## src/rtl/hyster.sv

```systemverilog
`default_nettype none
// ============================================================================
// hyster: single-pass hysteresis threshold over a sliding 3x3 window.
// Revision: 1.0
// ============================================================================
module hyster #(
  parameter logic [4:0] HIGH_TH = 5'd16,
  parameter logic [4:0] LOW_TH  = 5'd8
) (
  input  logic       clk_p_i,
  input  logic       reset_p_i,
  input  logic [4:0] pixel_in0_i,
  input  logic [4:0] pixel_in1_i,
  input  logic [4:0] pixel_in2_i,
  input  logic       enable_i,
  output logic       pixel_out_o,
  output logic       readable_o
);

  // Column layout: index 0 = top row, 1 = middle row, 2 = bottom row.
  logic [2:0][4:0] col_a_q;
  logic [2:0][4:0] col_b_q;
  logic [2:0][4:0] w_col_c;
  logic [4:0]      w_centre;
  logic            w_nb_strong;
  logic            w_is_strong;
  logic            w_is_weak;
  logic            pixel_out_d;

  assign w_col_c  = {pixel_in2_i, pixel_in1_i, pixel_in0_i};
  assign w_centre = col_b_q[1];

  always_comb begin
    w_nb_strong = 1'b0;
    for (int i = 0; i < 3; i++) begin
      if (col_a_q[i] >= HIGH_TH) w_nb_strong = 1'b1;
      if (w_col_c[i] >= HIGH_TH) w_nb_strong = 1'b1;
      if ((i != 1) && (col_b_q[i] >= HIGH_TH)) w_nb_strong = 1'b1;
    end
  end

  always_comb begin
    w_is_strong = (w_centre >= HIGH_TH);
    w_is_weak   = (w_centre >= LOW_TH) && !w_is_strong;
    pixel_out_d = enable_i && (w_is_strong || (w_is_weak && w_nb_strong));
  end

  // The window shifts every edge so that columns presented with enable low prime it.
  always_ff @(posedge clk_p_i or posedge reset_p_i) begin
    if (reset_p_i) begin
      col_a_q     <= '0;
      col_b_q     <= '0;
      pixel_out_o <= 1'b0;
      readable_o  <= 1'b0;
    end else begin
      col_a_q     <= col_b_q;
      col_b_q     <= w_col_c;
      pixel_out_o <= pixel_out_d;
      readable_o  <= enable_i;
    end
  end

endmodule
`default_nettype wire

```

## config.mk

```make
export PLATFORM = sky130hd
export DESIGN_NAME = hyster
export DESIGN_NICKNAME = d
export VERILOG_FILES = /design/src/rtl/hyster.sv
export SDC_FILE = /design/constraint.sdc
export NUM_CORES = 1
export LEC_CHECK = 0
export ABC_AREA = 1
export ABC_CLOCK_PERIOD_IN_PS = 1900
export BUFFER_PORTS_ARGS = -buffer_cell sky130_fd_sc_hd__buf_2
export CAP_MARGIN = 20
export CORE_AREA = 2 2 39 41
export DETAILED_ROUTE_END_ITERATION = 10
export DIE_AREA = 0 0 41 43
export GPL_ROUTABILITY_DRIVEN = 0
export HOLD_SLACK_MARGIN = 0.15
export PLACE_DENSITY = 0.48
export SYNTH_ARGS = -nofsm -noshare
export SYNTH_HDL_FRONTEND = slang
export SYNTH_SLANG_ARGS = --single-unit
```

## constraint.sdc

```tcl
create_clock -name clk_p_i -period 1.9 [get_ports clk_p_i]
set_input_delay 0.38 -clock clk_p_i [delete_from_list [all_inputs] [get_ports clk_p_i]]
set_output_delay 0.38 -clock clk_p_i [all_outputs]
set_load 0.02 [all_outputs]
```

==> impl_results.md, run 1 <==
* Pre-Repair DR Iteration Count at 2
* Pwr dens at 1020 mW/mm^2
* Area contributors post-synth: dfrtp_1 84%, nor2_1 5.6%, inv_1 4.2%, nand2_1 2.8%, a21oi_1 1.9%
* Root buf cell: clkbuf_4
* Total track usage at 6.71%
* Worst-path clk slew at 0.06 ns
* Crit Path Class: flip-flop to output pin
* Initial DRC Count at 3
* Ratio of routed vias to standard cells at ~3.8
* WHS Endpoint: w_centre[3]
* Syn Inst Count at 20
* Reg2reg start: col_b_q[4]
* Maximum vdd drop at 0.344 mV
* Clock Skews at about 0.0073 ns
* Mapped Avg Cell Area at roughly 13 sq um
* Sequential cell area at 225 sq um
* Max_cap viols at 0
* Antenna violations before repair at 0
* Crit path DAT at 0.77 ns
* Final period utilization at 60.3%
* CP top delay family: flip-flops
* Initial Util at slightly below 20%
* Pleak at 0.184 nW
* CP max-delay cell: dfrtp_1
* Setup TNS at 0 ns
* Antenna-violating nets left at 0
* Antenna diode count at 0
* CTS tree: built
* Nets@finish at 52
* Fraction of layout cells with a size suffix above 1 at between 30% and 40%
* Tmin final at 1.15 ns
* R2R Setup Slk at approximately 1.1 ns
* RSZ-0062 raised after global routing: no
* Area leader, netlist: dfrtp_1
* Crit-path max FO at 1
* Cells along the critical path: buf_2
* Die span in x at just over 40 um
* Final core occ at 26.4%
* Register share of total power at a little under three fifths
* Area growth syn-to-layout at 35.8%
* Total Wirelength at ~430 um
* PortBufs at 8
* Max Fclk at 872 MHz
* DRC errors left at 0
* Synth Register Bits at 9
* Die area at 0.00176 sq mm
* # fillers at 155
* Max H-tree Level at 1
* Synthesized cell area at 269 sq um
* Clk sink count at 9
* Most common cell after layout, fill and taps aside: dfrtp_1
* Synth cell types at 6
* Synth top area share at ~84%
* # setup viols final at 0
* CORE AREA at about 0.0014 sq mm
* Final Hold Fails at 0
* Worst hold stages at 1
* Sw Pwr at just under 0.08 mW
* CP bufs+invs at 1
* First-pass GRT wire length at 683 um
* Multi-input logic area at 32.5 sq um
* Crit path capture type: output pin
* Most frequent cells in the layout: 9 x dfrtp_1, 8 x buf_2, 4 x nor2_1, 3 x inv_1, 3 x clkbuf_4
* Worst skew pair latency at 0.26 ns
* Hold path start: pixel_in1_i[3]
* CP Data Required Time at 1.52 ns
* Cell Int Power at 0.292 mW
* Slew Viols, Final at 0
* Comb pwr share at between 6 and 7%
* Critical Path Source Type: flip-flop
* Via count at ~190
* # Post-CTS Setup Buffers at 0
* Reg-to-Reg End: pixel_out_o
* Global route overflow at 0
* Min-delay worst type: primary input to flip-flop
* Post-Syn Nets at 38
* Status: finished clean
* Tightest Pin Transition at 0.341 ns
* Vias in the first global route at ~170
* I/O pin cnt at 20
* Max incr delay on CP at approximately 0.36 ns
* Synthesis Warnings at 0
* Largest net degree at the start of global routing at 10
* CTS Buf Count at 3
* Placed wire-length estimate at 329 um
* Worst R2R Path Depth at 4
* Clock share of power at 38.7%
* Floorplan row count at 14
* Part of the Yosys area used for sequential elements at between 80% and 90%
* Worst relative slew slack at 77.3%
* Clk buf depth at 2
* Die H at between 40 and 50 um
* DR WL/cell at 8.67 um
* Switching Fraction at roughly a fifth
-- state kept, by name (all words and copies together), names as in the netlist --
| register | count |
|---|---|
| col_a_q | 3 |
| col_b_q | 2 |
| w_centre | 2 |
| pixel_out_o | 1 |
| readable_o | 1 |
-- power by group through the flow --
| stage | Sequential, mW | Clock (mW) | Combinational [mW] |
|---|---|---|---|
| after global routing | 0.205 | 0.158 | 0.0260 |
| after global placement | 0.208 | 0 | 0.0210 |
| after floorplan | 0.211 | 0 | 0.00709 |
| after detailed placement | 0.208 | 0 | 0.0215 |
| final | 0.205 | 0.143 | 0.0225 |
| after CTS | 0.205 | 0.149 | 0.0234 |
-- logic make-up after synthesis --
logic type	synth area share, %
compound gates	3.72
buf+inv	4.19
flops	83.7
simple gates	8.37
-- Yosys cell counts --
master,n
o21ai_1,1
dfrtp_1,9
nor2_1,4
inv_1,3
a21oi_1,1
nand2_1,2
-- layer usage --
metal,GRT usage [%],vias up,wire (um)
met1,7.05,86,192
met4,8.00,0,12
met3,4.71,2,49
met5,0,-,0
met2,7.50,9,170
li1,-,88,-
-- worst max path at each step --
stage	from	end	slack, ns	cells past startpoint
finish	readable_o	readable_o	0.75	1
CTS	readable_o	readable_o	0.75	1
detailed placement	pixel_in1_i[4]	pixel_out_o	0.95	5
floorplan	pixel_out_o	pixel_out_o	1.10	0
global route	readable_o	readable_o	0.73	1
global placement	pixel_in0_i[4]	pixel_out_o	0.94	5
-- stage by stage --
step | power [mW] | std cells | hold slack [ns] | area (sq um) | setup WS, ns
5_1_grt | 0.389 | 49 | 0.219 | 365 | 0.730
2_1_floorplan | 0.218 | 20 | 0.208 | 269 | 1.10
6_report | 0.371 | 49 | 0.224 | 365 | 0.754
3_5_place_dp | 0.230 | 44 | 0.352 | 329 | 0.951
3_3_place_gp | 0.229 | 44 | 0.344 | 329 | 0.944
4_1_cts | 0.377 | 49 | 0.220 | 365 | 0.747
-- area by class of cell --
class | instances | area share (%)
Multi-Input combinational cell | 8 | 8.90
Inverter | 3 | 3.08
Sequential cell | 9 | 61.6
Tap cell | 16 | 5.48
Timing Repair Buffer | 9 | 13.7
Clock buffer | 4 | 7.19
-- timing repair --
item	CTS	global route
endpoints found under the hold margin	9	0
gates resized for setup	0	0
hold buffers	1	0
(Power assumes the default switching activity.)
==> run 2: changes to the inputs <==
- ABC_CLOCK_PERIOD_IN_PS: 1900 -> 1000
- PLACE_DENSITY: 0.48 -> 0.5
- clock period: 1.9 -> 1 ns (I/O delays scaled with it)
==> impl_results.md, run 2 (synthesis results as in run 1) <==
* Status: finished clean
* Pwr dens at 1690 mW/mm^2
* DR WL/cell at 8.15 um
* First-pass GRT wire length at a little over 800 um
* Antenna diode count at 0
* Pre-CTS setup slack at 0.157 ns
* Nets@finish at 57
* Register share of total power at 53.9%
* Most common cell after layout, fill and taps aside: dfrtp_1
* Min-delay worst type: primary input to flip-flop
* Worst skew pair latency at approximately 0.26 ns
* I/O pin cnt at 20
* Die H at roughly 43 um
* Area growth syn-to-layout at 59.1%
* Sw Pwr at between 0.15 and 0.2 mW
* # setup viols final at 0
* RSZ-0062 raised after global routing: yes
* Cell Int Power at roughly 0.57 mW
* Final period utilization at 95.4%
* Maximum vdd drop at 0.853 mV
* Cells along the critical path: buf_6
* Crit path DAT at around 0.75 ns
* CTS Buf Count at 3
* PortBufs at 8
* Initial Util at around a fifth
* # Post-CTS Setup Buffers at 0
* Max Fclk at 1050 MHz
* Via count at slightly below 200
* Largest Register: col_a_q
* Final Hold Fails at 0
* Clock share of power at 37.3%
* Antenna-violating nets left at 0
* Comb pwr share at 8.7%
* Clk buf depth at 2
* Die span in x at 41 um
* Total track usage at 7.86%
* Tightest Pin Transition at 0.329 ns
* Crit path capture type: output pin
* CORE AREA at 0.00138 sq mm
* CP top delay family: flip-flops
* Antenna violations before repair at 0
* Total Wirelength at 440 um
* Max H-tree Level at 1
* # fillers at 140
* Worst-path clk slew at 0.06 ns
* Max_cap viols at 0
* Initial DRC Count at 3
* CP bufs+invs at 1
* Switching Fraction at 20.8%
* Largest net degree at the start of global routing at 10
* Multi-input logic area at 32.5 sq um
* Floorplan row count at 14
* Slew Viols, Final at 0
* Tmin final at 0.954 ns
* Fraction of layout cells with a size suffix above 1 at between 20% and 30%
* Critical Path Source Type: flip-flop
* Worst relative slew slack at approximately four fifths
* Pleak at 0.209 nW
* Max incr delay on CP at 0.37 ns
* CP max-delay cell: dfrtp_1
* Final core occ at 30.9%
* Pwr Total at between 0.7 and 0.8 mW
* Max FFs per register at 3
* Most frequent cells in the layout: 9 x dfrtp_1, 6 x dlygate4sd3_1, 6 x buf_2, 4 x nor2_1
* Pre-Repair DR Iteration Count at 2
* Crit Path Class: flip-flop to output pin
* Die area at 0.00176 sq mm
* R2R Setup Slk at 0.12 ns
* Sequential cell area at between 200 and 250 sq um
* Clock Skews at 0.00672 ns
* Clk sink count at 9
* CTS tree: built
* Final setup margin at 0.0462 ns
* Global route overflow at 0
* CP Data Required Time at 0.80 ns
* Ratio of routed vias to standard cells at 3.57
* DRC errors left at 0
* Crit-path max FO at 1
* Root buf cell: clkbuf_4
* Vias in the first global route at 208
==> run 2: worst paths after layout <==
path                           startpoint          end  cells after the start
max                            readable_o   readable_o                      1
max in group asynchronous       reset_p_i  w_centre[4]                      3
min reg2reg                   w_centre[4]   col_a_q[9]                      0
max reg2reg                    col_b_q[4]  pixel_out_o                      4
min in group asynchronous       reset_p_i   col_a_q[4]                      3
min                        pixel_in0_i[4]  pixel_out_o                      5
==> run 2: what timing repair did <==
action,4_1_cts,5_1_grt
hold buffers,6,0
endpoints found under the hold margin,14,0
gates resized for setup,0,4
setup endpoints to repair,0,2
==> run 2: cell type report <==
cell class | instances | share of cell area (%)
inverters | 3 | 2.63
flip-flops and latches | 9 | 52.6
clock buffers | 4 | 6.14
repair buffers | 14 | 26.3
well taps | 16 | 4.68
multi-input cells | 8 | 7.60
==> run 2: through the flow <==
step / cells / area (sq um) / setup TNS [ns] / hold WS (ns)
after global routing: 54 / 428 / -0.0000822 / 0.361
after global placement: 44 / 329 / 0 / 0.170
after CTS: 54 / 415 / 0 / 0.329
final: 54 / 428 / 0 / 0.342
after detailed placement: 44 / 329 / 0 / 0.170
after floorplan: 20 / 269 / 0 / 0.0279
==> run 2: layer usage <==
layer	vias up	GRT usage (%)	wire, um
met5	-	0	0
met4	0	2.00	0
met3	0	9.42	54
met2	12	8.44	179
met1	84	9.83	205
li1	97	-	-
==> run 2: power groups by stage <==
stage          clock, mW  sequential [mW]  combinational [mW]
2_1_floorplan          0            0.401              0.0135
3_3_place_gp           0            0.396              0.0405
3_5_place_dp           0            0.396              0.0407
4_1_cts            0.284            0.389              0.0588
5_1_grt            0.313            0.392              0.0716
6_report           0.270            0.390              0.0631
==> run 2: worst min-delay path, delay by kind of cell <==
| family | cells | cell delay, ns |
|---|---|---|
| buf+inv | 1 | 0.08 |
| simple gates | 2 | 0.09 |
| compound gates | 2 | 0.18 |
==> run 3: changes to the inputs <==
- ABC_AREA: 1 -> default
- PLACE_DENSITY: 0.5 -> 0.49
==> impl_results.md, run 3 <==
* Status: complete, but fails checks
* Violated checks: negative setup slack
* Die area at 0.00176 sq mm
* Crit path capture type: flip-flop
* Max incr delay on CP at between 0.3 and 0.4 ns
* Area contributors post-synth: dfrtp_1 86%, nor4_2 4.8%, a21boi_1 2.9%, o21a_1 2.9%, nor4_1 2.4%
* Die span in x at 41 um
* Grt met1 use at 8.36%
* Initial DRC Count at 2
* Max Fclk at around 990 MHz
* Met2 usage at 9.06%
* CORE AREA at approximately 0.0014 sq mm
* Largest Register: col_a_q
* Total track usage at 7.62%
* Die H at approximately 43 um
* Final Hold Fails at 0
* Cells along the critical path: nor4_2 > a21boi_1 > o21a_1
* Antenna-violating nets left at 0
* Max FFs per register at 3
* Hold path start: pixel_in0_i[4]
* PortBufs at 8
* Primary FF master, synth: dfrtp_1
* Met3 Use GR at 4.71%
* Synth cell types at 6
* Post-synth EDFFs at 0
* Post-Syn Nets at 32
* Worst relative slew slack at 77.1%
* CP top delay family: flip-flops
* Clk sink count at 9
* Antenna diode count at 0
* Synth Register Bits at 9
* Vias in the first global route at 202
* CP max-delay cell: dfrtp_1
* CP Data Required Time at between 1 and 1.5 ns
* Via count at 179
* Pwr Total at 0.727 mW
* Root buf cell: clkbuf_4
* Ratio of routed vias to standard cells at 3.73
* Compound-Gate Fraction of Synth Area at 5.71%
* Initial Util at a little under a fifth
* Synth Area in XOR/XNOR at 0%
* Area growth syn-to-layout at 58.1%
* Worst-path clk slew at 0.06 ns
* Cell Count, Final, Fillers Out at 48
* Post-route cell area at between 400 and 500 sq um
* Global route overflow at 0
* Pre-Repair DR Iteration Count at 2
* Synth top area share at 85.7%
* Crit path from: col_a_q[9]
* Synth Area in Adders at 0%
* Most frequent cells in the layout: 9 x dfrtp_1, 7 x buf_2, 6 x dlygate4sd3_1, 3 x clkbuf_4
* Final period utilization at 101%
* Clk buf depth at 2
* DRC errors left at 0
* Floorplan row count at 14
* CTS tree: built
* # setup viols final at 1
* Area leader, netlist: dfrtp_1
* Tightest Pin Transition at between 0.3 and 0.4 ns
* Min-delay worst type: primary input to flip-flop
* Pleak at 0.192 nW
* Pwr dens at 1750 mW/mm^2
* I/O pin cnt at 20
* Total Wirelength at 506 um
* Post-Synth Simple-Gate Area at just over 7%
* Clock Skews at 0.00858 ns
* DR WL/cell at 10.5 um
* Fraction of layout cells with a size suffix above 1 at 37.5%
* Placed Instances at 38
* Mapped Avg Cell Area at approximately 19 sq um
* CTS Buf Count at 3
* Largest family of logic cells by synthesized area: simple AND/OR/NAND/NOR gates
* Critical Path Source Type: flip-flop
* Count leader, synth: dfrtp_1
* RSZ-0062 raised after global routing: yes
* Reg2reg start: col_a_q[9]
* Maximum vdd drop at 0.403 mV
* Largest net degree at the start of global routing at 10
* Max_cap viols at 0
* Slew Viols, Final at 0
* CP bufs+invs at 0
* Post-synthesis mux area share at 0%
* Most used routing layer: met2
* Synthesis Warnings at 0
* Most common cell after layout, fill and taps aside: dfrtp_1
* Part of the Yosys area used for sequential elements at 85.7%
* Syn Inst Count at 14
* Placed inst area at 323 sq um
* Crit-path max FO at 1
* Nets@finish at 51
* Tmin final at 1.01 ns
* Final setup margin at -0.00684 ns
* Synthesized cell area at 263 sq um
* Final core occ at a little under a third
* Async SR Flop Fraction at 100%
* Max H-tree Level at 1
* Crit Path Class: flip-flop to flip-flop
* First-pass GRT wire length at approximately 790 um
* Antenna violations before repair at 0
* Worst skew pair latency at about 0.26 ns
* Crit path DAT at 1.15 ns
run 3: cell families after synthesis:
| group | count (synthesis) |
|---|---|
| flops | 9 |
| simple gates | 2 |
| buf+inv | 1 |
| compound gates | 2 |
run 3: what timing repair did:
item	4_1_cts	5_1_grt
hold buffers	5	1
endpoints found under the hold margin	14	1
pin swaps	3	0
buffers inserted	0	0
endpoints found under the setup margin	1	2
gates resized for setup	0	2
run 3: worst min-delay path: cells and delay by family:
family          cells  cell delay, ns
buf+inv             1            0.09
compound gates      2            0.23
simple gates        1            0.04
run 3: routing by layer:
metal	up-vias	part of all wire [%]
li1	82	-
met1	89	41
met3	0	8.5
met4	0	0
met5	-	0
met2	8	51
run 3: path summary, 6_finish.rpt:
| path | end | depth (start not counted) | slack, ns |
|---|---|---|---|
| hold / removal | pixel_out_o | 4 | 0.34 |
| setup / recovery | pixel_out_o | 3 | -0.007 |
| max in group asynchronous | readable_o | 3 | 0.31 |
| hold reg to reg | col_a_q[9] | 0 | 0.38 |
| min in group asynchronous | w_centre[4] | 3 | 0.43 |
| setup reg to reg | pixel_out_o | 3 | -0.007 |
run 3: layout make-up:
class / instances / area [sq um]
Tap cell: 16 / 20.0
Inverter: 1 / 3.75
Timing Repair Buffer: 14 / 106
Multi-Input combinational cell: 4 / 33.8
Sequential cell: 9 / 225
Fill cell: 156 / 968
Clock buffer: 4 / 26.3
run 3: report_power, final:
| group | switching, mW | leakage, nW | internal, mW | total [mW] |
|---|---|---|---|---|
| clock | 0.123 | 0.0150 | 0.154 | 0.276 |
| combinational | 0.0253 | 0.0711 | 0.0336 | 0.0589 |
| sequential | 0.00836 | 0.106 | 0.383 | 0.391 |
run 3: through the flow:
stage                     setup WS (ns)  hold WS, ns   TNS, ns
after global routing            -0.0672        0.357   -0.0672
after detailed placement        -0.0252        0.173   -0.0252
final                          -0.00684        0.342  -0.00684
after floorplan                  0.0460       0.0279         0
after CTS                      -0.00680       0.0598  -0.00680
after global placement          -0.0150        0.156   -0.0150
